<file path="src/rtl/axis_ad_serial_rx.sv">
// axis_ad_serial_rx: four-lane simultaneous-sampling serial ADC reader producing extended 32-bit AXI-stream samples.
module axis_ad_serial_rx #(
  parameter int DATA_WIDTH  = 24,
  parameter int SCLK_DIV    = 2,
  parameter int CONV_CYCLES = 4,
  parameter bit SIGNED      = 1
) (
  input  logic        a_clk,
  input  logic        reset,
  input  logic        trigger,
  output logic        adc_cnv,
  output logic        adc_csn,
  output logic        adc_sck,
  input  logic [3:0]  adc_sdo,
  output logic [31:0] M_AXIS1_tdata,
  output logic [31:0] M_AXIS2_tdata,
  output logic [31:0] M_AXIS3_tdata,
  output logic [31:0] M_AXIS4_tdata,
  output logic        M_AXIS1_tvalid,
  output logic        M_AXIS2_tvalid,
  output logic        M_AXIS3_tvalid,
  output logic        M_AXIS4_tvalid,
  output logic        ready,
  output logic [31:0] sample_count
);
  typedef enum logic [2:0] {IDLE, CONV, CSWAIT, SHIFT, DONE} state_t;
  state_t                st;
  logic [15:0]           cnt;
  logic [5:0]            nbit;
  logic                  hi;
  logic                  tv;
  logic [DATA_WIDTH-1:0] sr [4];
  logic [31:0]           td [4];

  // Upper-bit mask is empty when DATA_WIDTH is 32, so no extension happens.
  function automatic logic [31:0] ext(input logic [DATA_WIDTH-1:0] w);
    logic [32:0] m;
    m = ~((33'd1 << DATA_WIDTH) - 33'd1);
    return 32'(w) | ((SIGNED && w[DATA_WIDTH-1]) ? m[31:0] : 32'd0);
  endfunction

  always_ff @(posedge a_clk) begin
    if (reset) begin
      st           <= IDLE;
      adc_cnv      <= 1'b0;
      adc_csn      <= 1'b1;
      adc_sck      <= 1'b0;
      ready        <= 1'b1;
      tv           <= 1'b0;
      sample_count <= 32'd0;
      cnt          <= 16'd0;
      nbit         <= 6'd0;
      hi           <= 1'b0;
      for (int i = 0; i < 4; i++) begin
        sr[i] <= '0;
        td[i] <= 32'd0;
      end
    end else begin
      tv <= 1'b0;
      case (st)
        IDLE: if (trigger) begin
          st      <= CONV;
          adc_cnv <= 1'b1;
          ready   <= 1'b0;
          cnt     <= 16'(CONV_CYCLES - 1);
        end
        CONV: if (cnt == 16'd0) begin
          st      <= CSWAIT;
          adc_cnv <= 1'b0;
          adc_csn <= 1'b0;
        end else cnt <= cnt - 16'd1;
        CSWAIT: begin
          st   <= SHIFT;
          cnt  <= 16'd0;
          nbit <= 6'd0;
          hi   <= 1'b0;
          for (int i = 0; i < 4; i++) sr[i] <= '0;
        end
        SHIFT: if (cnt == 16'(SCLK_DIV - 1)) begin
          cnt     <= 16'd0;
          hi      <= !hi;
          adc_sck <= !hi;
          // Sample on the edge that raises SCK; the ADC updates on the falling edge.
          if (!hi) for (int i = 0; i < 4; i++) sr[i] <= DATA_WIDTH'({sr[i], adc_sdo[i]});
          else if (nbit == 6'(DATA_WIDTH - 1)) begin
            st           <= DONE;
            adc_csn      <= 1'b1;
            tv           <= 1'b1;
            sample_count <= sample_count + 32'd1;
            for (int i = 0; i < 4; i++) td[i] <= ext(sr[i]);
          end else nbit <= nbit + 6'd1;
        end else cnt <= cnt + 16'd1;
        DONE: begin
          st    <= IDLE;
          ready <= 1'b1;
        end
        default: st <= IDLE;
      endcase
    end
  end

  assign M_AXIS1_tdata  = td[0];
  assign M_AXIS2_tdata  = td[1];
  assign M_AXIS3_tdata  = td[2];
  assign M_AXIS4_tdata  = td[3];
  assign M_AXIS1_tvalid = tv;
  assign M_AXIS2_tvalid = tv;
  assign M_AXIS3_tvalid = tv;
  assign M_AXIS4_tvalid = tv;
endmodule
</file>
<file path="config.mk">
export PLATFORM = sky130hd
export DESIGN_NAME = axis_ad_serial_rx
export DESIGN_NICKNAME = d
export VERILOG_FILES = /design/src/rtl/axis_ad_serial_rx.sv
export SDC_FILE = /design/constraint.sdc
export NUM_CORES = 1
export LEC_CHECK = 0
export CAP_MARGIN = 20
export CELL_PAD_IN_SITES_DETAIL_PLACEMENT = 0
export CELL_PAD_IN_SITES_GLOBAL_PLACEMENT = 1
export CORE_MARGIN = 4
export CORE_UTILIZATION = 43
export DETAILED_ROUTE_END_ITERATION = 10
export GPL_ROUTABILITY_DRIVEN = 0
export PLACE_DENSITY = 0.83
export SYNTH_ARGS = -nofsm -noshare
export SYNTH_HDL_FRONTEND = slang
export SYNTH_SLANG_ARGS = --single-unit
</file>
<file path="constraint.sdc">
create_clock -name a_clk -period 4.39 [get_ports a_clk]
set_input_delay 0.878 -clock a_clk [delete_from_list [all_inputs] [get_ports a_clk]]
set_output_delay 0.878 -clock a_clk [all_outputs]
set_load 0.05 [all_outputs]
</file>
==> run metrics, run 1 <==
# H-tree levels 1; skew final 11.9 ps; Worst slew margin 39.6%; cells after synthesis 949; most frequent cell after synthesis and2_1; distinct cell type count after synthesis 67; Root Buffer clkbuf_16; RSZ-0062 raised after global routing no; CP bufs+invs 1; Max Fclk 0.318 GHz; Slew @ Worst Pin 902 ps; P per Cell Area 489 mW/mm2; CP Launch Type flop; vias per cell 5.39; Yosys reg bits 255; full die area 0.0283 mm2; sequential power share 44.2%; Leak 4.73 nW; setup ws final 1250 ps; CTS Buffer Depth 3; Async SR Flop Fraction 0%; Area Overhead vs Synth 24.0%; maximum vdd drop 0.371 mV; largest net degree at the start of global routing 98; gr ovfl total 0; die height 168 um; cts bufs inserted 26; Post-DP Area 0.0128 mm2; switching power share of the total 31.2%; syn nets 961; pre-CTS WS 1200 ps; vias in the first global route 7283; Initial Utilization 43.8%; P_int 4.61 mW; sequential-to-total area share from yosys stat 61.4%; CTS tree yes; setup TNS 0 ps; net switching power 2.09 mW; final wirelength 23700 um; fin crit share 71.6%; Placed Cells incl. Taps 1365; delay-heaviest family, CP simple AND/OR/NAND/NOR gates; core box area 0.0253 mm2; CP peak stage delay 740 ps; Clk pwr share 33.2%; wire length per cell 16.8 um; final net count 1076; Fin. Hold Viols 0; Max-Cap Viols 0; I/O pin cnt 175; Final min period 3140 ps; worst setup path class flop to flop; Avg Cell Area, Syn 11.6 um2; Vias 7623; Post-synth EDFFs 168; Synth Cell Area 0.0111 mm2; Residual DRC 0; critical path arrival 3330 ps; worst path required time 4570 ps; final setup violation count 0; Port Buffers 174; commonest register cell after synthesis edfxtp_1; status completed; synth top area cells edfxtp_1, dfxtp_1, and2_1; CP Max Fanout 30; Design Area, Final 0.0137 mm2; Starting DRT DRC Count 652; CP endpoint kind flop; Synth Warn # 0; area leader, netlist edfxtp_1; Diodes inserted 0; Post-DRT Antenna Nets 0; layout cells sized above 1 7.56%; Rows 58; post-synth top area share 45.6%; DP HPWL 15100 um; initial antenna violation count 0; Hold Buf Count CTS 0; non-filler instance count after layout 1414; Post-CTS Resized 0; DRT Pass-1 Iters 5; CTS sink cnt 255; Clk pin slew, worst setup/hold paths 60 ps; Die Wd 168 um; global-route wire length before repair 38700 um; Slowest-stage cell, CP or4_1; HP Class flop to flop; GRT Resource Usage Total 16.3%; postcts setup bufs 0; Synth top cells by count and2_1, edfxtp_1, dfxtp_1; Gate power share 22.6%; Pins Over Slew Limit 0; worst skew pair latency 520 ps; Cell Chain, Critical Path or4_1 > nor3_4 > nand2_1 > nand2_4 > buf_4
cells in the final DEF, fill, tap and decap left out, types with 9 or more instances in the layout:
master           netlist  layout
clkdlybuf4s50_1        0     173
inv_1                 16      16
o31ai_1               14      14
or4_1                 17      17
nand3_1               24      24
a21oi_1               48      48
edfxtp_1             168     168
o21ai_0               31      31
nor3_1                12      11
buf_4                 35      10
nor2_1                51      51
nor4_1                 9       9
a22oi_1               24      24
dfxtp_1               87      87
and2_1               171     171
nand2_1               28      27
clkbuf_16              0      26
or3_1                 22      22
nand4_1               14      14
path summary, 6_finish.rpt:
check | start | end | slack [ps] | depth (start not counted)
max | cnt[4] | td[2][1] | 1250 | 5
min reg2reg | nbit[1] | nbit[1] | 480 | 2
max reg2reg | cnt[4] | td[2][1] | 1250 | 5
min | nbit[1] | nbit[1] | 480 | 2
metal layers:
layer	vias up	share of wire, %	wire (um)	GRT usage, %
li1	3679	-	-	-
met1	3642	46	10800	22.7
met2	257	45	10600	26.0
met3	45	7.2	1720	3.64
met4	0	2.2	525	4.06
met5	-	0	0	0
cell type report:
type / instances / area [um2]
Fill cell: 2118 / 11600
Multi-Input combinational cell: 579 / 3700
Clock inverter: 11 / 123
Timing Repair Buffer: 186 / 1850
Tap cell: 330 / 413
Inverter: 16 / 60.1
Sequential cell: 255 / 6790
Clock buffer: 37 / 762
cell families after synthesis:
| kind of cell | synth area share, % |
|---|---|
| and+or+nand+nor | 21.0 |
| xor gates and xnor gates | 0.713 |
| buffers and inverters | 5.42 |
| DFF | 61.4 |
| adders and majority gates | 0.566 |
| AOI/OAI and AO/OA | 10.9 |
through the flow:
step / total power, mW / utilization [%] / hold slack (ps)
global placement: 4.50 / 50.7 / 470
floorplan: 4.12 / - / 457
finish: 6.71 / 54.3 / 480
detailed placement: 4.51 / 50.7 / 473
CTS: 6.75 / 54.2 / 486
global route: 7.03 / 54.3 / 522
power by group through the flow:
| stage | Clock [mW] | Sequential [mW] | Combinational [mW] |
|---|---|---|---|
| after floorplan | 0 | 3.14 | 0.985 |
| after global placement | 0 | 3.01 | 1.49 |
| after detailed placement | 0 | 3.01 | 1.50 |
| after CTS | 2.28 | 2.96 | 1.51 |
| after global routing | 2.39 | 3.00 | 1.65 |
| final | 2.22 | 2.96 | 1.52 |
tightest hold or removal path, delay by kind of cell, from the launching register on:
kind            cells  cell delay, ps
compound gates      1              50
flops               1             330
simple gates        1              60
sequential cells by signal, summed over array words and instances, names as in the netlist, 3 cells and up:
signal / count
sample_count: 32
cnt: 16
nbit: 6
sr: 96
td: 96
st: 3
Note: power is estimated with default switching activity, not from simulation.
==> run 2, diff against run 1 <==
clock period = 3.1 ns   (was 4.39 ns; I/O delays follow)
==> run metrics, run 2 (synthesis results as in run 1) <==
worst setup path class flop to flop; Port Buffers 174 (unchanged); Diodes inserted 0 (unchanged); Pins Over Slew Limit 0 (unchanged); Root Buffer clkbuf_16; CTS Buffer Depth 3 (unchanged); Die Wd 168 um (unchanged); fin util 54.8% (+0.57 points); global-route wire length before repair 37600 um (-2.9%); GRT Resource Usage Total 15.8% (-0.46 points); initial antenna violation count 0 (unchanged); Area Overhead vs Synth 25.3%; wire length per cell 16.2 um (-3.7%); Slew @ Worst Pin 722 ps (-180 ps); I/O pin cnt 175 (unchanged); CTS sink cnt 255 (unchanged); CP endpoint kind flop; fin crit share 86.3% (+15 points); Final min period 2680 ps (-466 ps); R2R Setup Slk 420 ps (-820 ps); # H-tree levels 1 (unchanged); status completed; Post-CTS Resized 0 (unchanged); vias in the first global route 7092 (-2.6%); largest net degree at the start of global routing 98 (unchanged); DRT Pass-1 Iters 5 (unchanged); Fin. Hold Viols 0 (unchanged); core box area 0.0253 mm2 (unchanged); CP Launch Type flop; full die area 0.0283 mm2 (unchanged); Vias 7575 (-0.63%); Leak 4.82 nW (+1.8%); HP Class flop to flop; P per Cell Area 687 mW/mm2 (+40%); non-filler instance count after layout 1434 (+1.4%); Post-DRT Antenna Nets 0 (unchanged); final setup violation count 0 (unchanged); cts bufs inserted 26 (unchanged); Worst Hold Depth 2 (unchanged); Max-Cap Viols 0 (unchanged); CP Max Fanout 14 (-53%); Initial Utilization 43.8% (unchanged); Hold Buf Count CTS 0 (unchanged); Worst slew margin 51.7% (+12 points); final wirelength 23200 um (-2.3%); Reg2Reg Launch Point cnt[4]; CTS tree yes; worst skew pair latency 510 ps (about the same); die height 168 um (unchanged); Top Registers sr (96), td (96), sample_count (32); vias per cell 5.28 (-2.0%); Starting DRT DRC Count 557 (-15%); Hold EP nbit[1]; Layout fillers 2177 (+2.8%); setup TNS 0 ps (unchanged); hold path startpoint nbit[1]; commonest non-fill, non-tap cell in the layout clkdlybuf4s50_1; RSZ-0062 raised after global routing no; Placed Cells incl. Taps 1386 (+1.5%); highest-count cells in the layout ignoring fill and taps clkdlybuf4s50_1, and2_1, edfxtp_1; skew final 7.22 ps (-4.66 ps); final net count 1096 (+1.9%); DP HPWL 15500 um (+2.6%); gr ovfl total 0 (unchanged); Rows 58 (unchanged); Residual DRC 0 (unchanged); worst path required time 3540 ps (-1030 ps); layout cells sized above 1 9.06% (+1.5 points); maximum vdd drop 0.515 mV (+39%); postcts setup bufs 0 (unchanged); critical path arrival 3110 ps (-220 ps); Max Fclk 0.374 GHz (+17%); r2r worst-path depth 6 (+1); Clk pin slew, worst setup/hold paths 60 ps (about the same); reg-to-reg critical path endpoint sample_count[30]
[run 2: changes by cell type in the layout (fill, tap and decap cells not counted), sizes merged]
cell	delta
clkbuf	-7
inv	+1
clkinvlp	+1
buf	+20
clkinv	+5
[run 2: through the flow]
stage               power [mW]  cell area [um2]  setup WS, ps  hold slack (ps)
finish                    9.51            13800           424              489
global route              9.98            13800           250              514
CTS                       9.57            13800           428              490
detailed placement        6.54            13000           441              473
global placement          6.52            13000           477              470
floorplan                 5.83            11100           425              457
[run 2: power breakdown]
group	internal (mW)	total, mW	switching [mW]	leakage, nW
clock	1.76	3.03	1.27	0.411
sequential	3.95	4.18	0.228	2.36
combinational	0.818	2.30	1.48	2.04
[run 2: worst max path at each step]
stage               startpoint                to  slack, ps  cells after the start
global placement        cnt[4]  sample_count[28]        480                      6
floorplan               cnt[8]          sr[0][0]        420                      6
global route            cnt[4]  sample_count[30]        250                      6
finish                  cnt[4]  sample_count[30]        420                      6
CTS                     cnt[4]  sample_count[30]        430                      6
detailed placement      cnt[4]  sample_count[22]        440                      6
[run 2: worst max-delay path, stage by stage, from the launching register on]
cell and delay, ps:
dfxtp_1 420, or4_1 730, nor3_4 280, buf_4 230
nand3_2 220, or4_1 570, a21oi_1 150
[run 2: routing by layer]
metal	part of all wire (%)	wire [um]	vias to the layer above	global-route usage [%]
li1	-	-	3710	-
met1	48	11000	3587	23.1
met2	44	10300	251	24.7
met3	6.7	1560	27	3.22
met4	1.3	302	0	3.32
met5	0	0	-	0
[run 2: area by class of cell]
cell class              count  area (um2)  share of cell area, %
flip-flops and latches    255        6790                   49.0
multi-input cells         579        3690                   26.7
repair buffers            206        2050                   14.8
clock buffers              30         687                   4.96
well taps                 330         413                   2.98
clock inverters            18         151                   1.09
inverters                  16        60.1                  0.434
==> run 3, diff against run 2 <==
CORE_ASPECT_RATIO = 0.7   (was default)
CORE_MARGIN = default   (was 4)
==> run metrics, run 3 (synthesis results as in run 1) <==
Reg2Reg Launch Point cnt[4]; largest net degree at the start of global routing 98 (unchanged); # H-tree levels 1 (unchanged); layout cells sized above 1 8.52% (-0.54 points); r2r worst-path depth 5 (-1); Leak 4.80 nW (-0.39%); HP Class flop to flop; CTS tree yes; Top Registers sr (96), td (96), sample_count (32); initial antenna violation count 0 (unchanged); CTS Buffer Depth 3 (unchanged); gr ovfl total 0 (unchanged); Post-CTS Resized 0 (unchanged); Rows 48 (-17%); Final min period 2710 ps (+34.9 ps); pre-CTS WS 440 ps (-1.04 ps); vias in the first global route 6932 (-2.3%); worst path required time 3490 ps (-50 ps); maximum vdd drop 0.389 mV (-24%); Initial Utilization 44.3% (+0.58 points); Slew @ Worst Pin 842 ps (+120 ps); commonest non-fill, non-tap cell in the layout clkdlybuf4s50_1; Diodes inserted 0 (unchanged); P per Cell Area 686 mW/mm2 (-0.19%); die height 136 um (-19%); Placed Cells incl. Taps 1384 (-0.14%); metal1 wirelength 11800 um (+7.4%); fin util 55.4% (+0.54 points); final net count 1098 (+0.18%); Area Overhead vs Synth 24.8%; Max Fclk 0.369 GHz (-1.3%); highest-count cells in the layout ignoring fill and taps clkdlybuf4s50_1, and2_1, edfxtp_1; Port Buffers 174 (unchanged); hold path startpoint nbit[1]; cts bufs inserted 25 (-3.8%); R2R Setup Slk 390 ps (-30 ps); Worst Hold Depth 2 (unchanged); DP HPWL 15600 um (+0.87%); CP Max Fanout 12 (-2); vias per cell 5.40 (+2.3%); CP endpoint kind flop; status completed; Max-Cap Viols 0 (unchanged); Hold EP nbit[1]; postcts setup bufs 0 (unchanged); worst skew pair latency 520 ps (about the same); setup ws final 389 ps (-34.8 ps); Starting DRT DRC Count 631 (+13%); final wirelength 24200 um (+4.4%); fin crit share 87.4% (+1.1 points); wire length per cell 16.9 um (+4.9%); critical path arrival 3100 ps (about the same); CP Launch Type flop; I/O pin cnt 175 (unchanged); setup TNS 0 ps (unchanged); Root Buffer clkbuf_16; skew final 13.6 ps (+6.36 ps); Hold Buf Count CTS 0 (unchanged); Vias 7718 (+1.9%); reg-to-reg critical path endpoint sample_count[24]; RSZ-0062 raised after global routing no; max layer used met4; Pins Over Slew Limit 0 (unchanged); Clk pin slew, worst setup/hold paths 60 ps (about the same); Post-DRT Antenna Nets 0 (unchanged); non-filler instance count after layout 1428 (-0.42%); final setup violation count 0 (unchanged); core box area 0.0249 mm2 (-1.3%); Residual DRC 0 (unchanged); Fin. Hold Viols 0 (unchanged); global-route wire length before repair 38400 um (+2.2%); Worst slew margin 43.3% (-8.3 points); worst setup path class flop to flop; Met3 Wirelength 1390 um (-10%); Die Wd 194 um (+15%); full die area 0.0264 mm2 (-7.0%); GRT Resource Usage Total 18.0% (+2.2 points); CTS sink cnt 255 (unchanged); WL met2 10500 um (+2.1%); DRT Pass-1 Iters 5 (unchanged)
## run 3: metrics by stage
stage	area [um2]	hold WS [ps]	power, mW
after global routing	13800	504	9.88
after floorplan	11100	457	5.83
final	13800	485	9.46
after CTS	13800	491	9.51
after global placement	13000	461	6.57
after detailed placement	13000	479	6.57
## run 3: where the power goes
group | leakage, nW | switching, mW | total (mW) | internal [mW]
Sequential | 2.36 | 0.226 | 4.18 | 3.95
Clock | 0.376 | 1.24 | 2.92 | 1.68
Combinational | 2.06 | 1.53 | 2.36 | 0.828
## run 3: worst max path at each step
| stage | from | end | cells after the start |
|---|---|---|---|
| after floorplan | cnt[8] | sr[0][0] | 6 |
| after global placement | cnt[4] | td[2][30] | 6 |
| after detailed placement | cnt[4] | sample_count[24] | 5 |
| after CTS | cnt[4] | sample_count[20] | 6 |
| after global routing | cnt[4] | td[2][1] | 7 |
| final | cnt[4] | sample_count[24] | 5 |
## run 3: final cells by class
type | count | area (um2)
Tap cell | 325 | 407
Clock buffer | 33 | 666
Sequential cell | 255 | 6790
Inverter | 16 | 60.1
Multi-Input combinational cell | 579 | 3690
Timing Repair Buffer | 209 | 2070
Clock inverter | 11 | 110
Fill cell | 2114 | 11100
## run 3: routing by layer
layer,GRT usage (%),vias to the layer above
li1,-,3734
met5,0,-
met4,4.49,0
met3,3.03,38
met1,27.2,3705
met2,26.7,241
## run 3: worst max-delay path, cell delays in order (launching register included)
cell and delay (ps):
dfxtp_1 440, or4_1 720, nor4_1 630, nand4_1 430, o21ai_0 290, a21oi_1 80
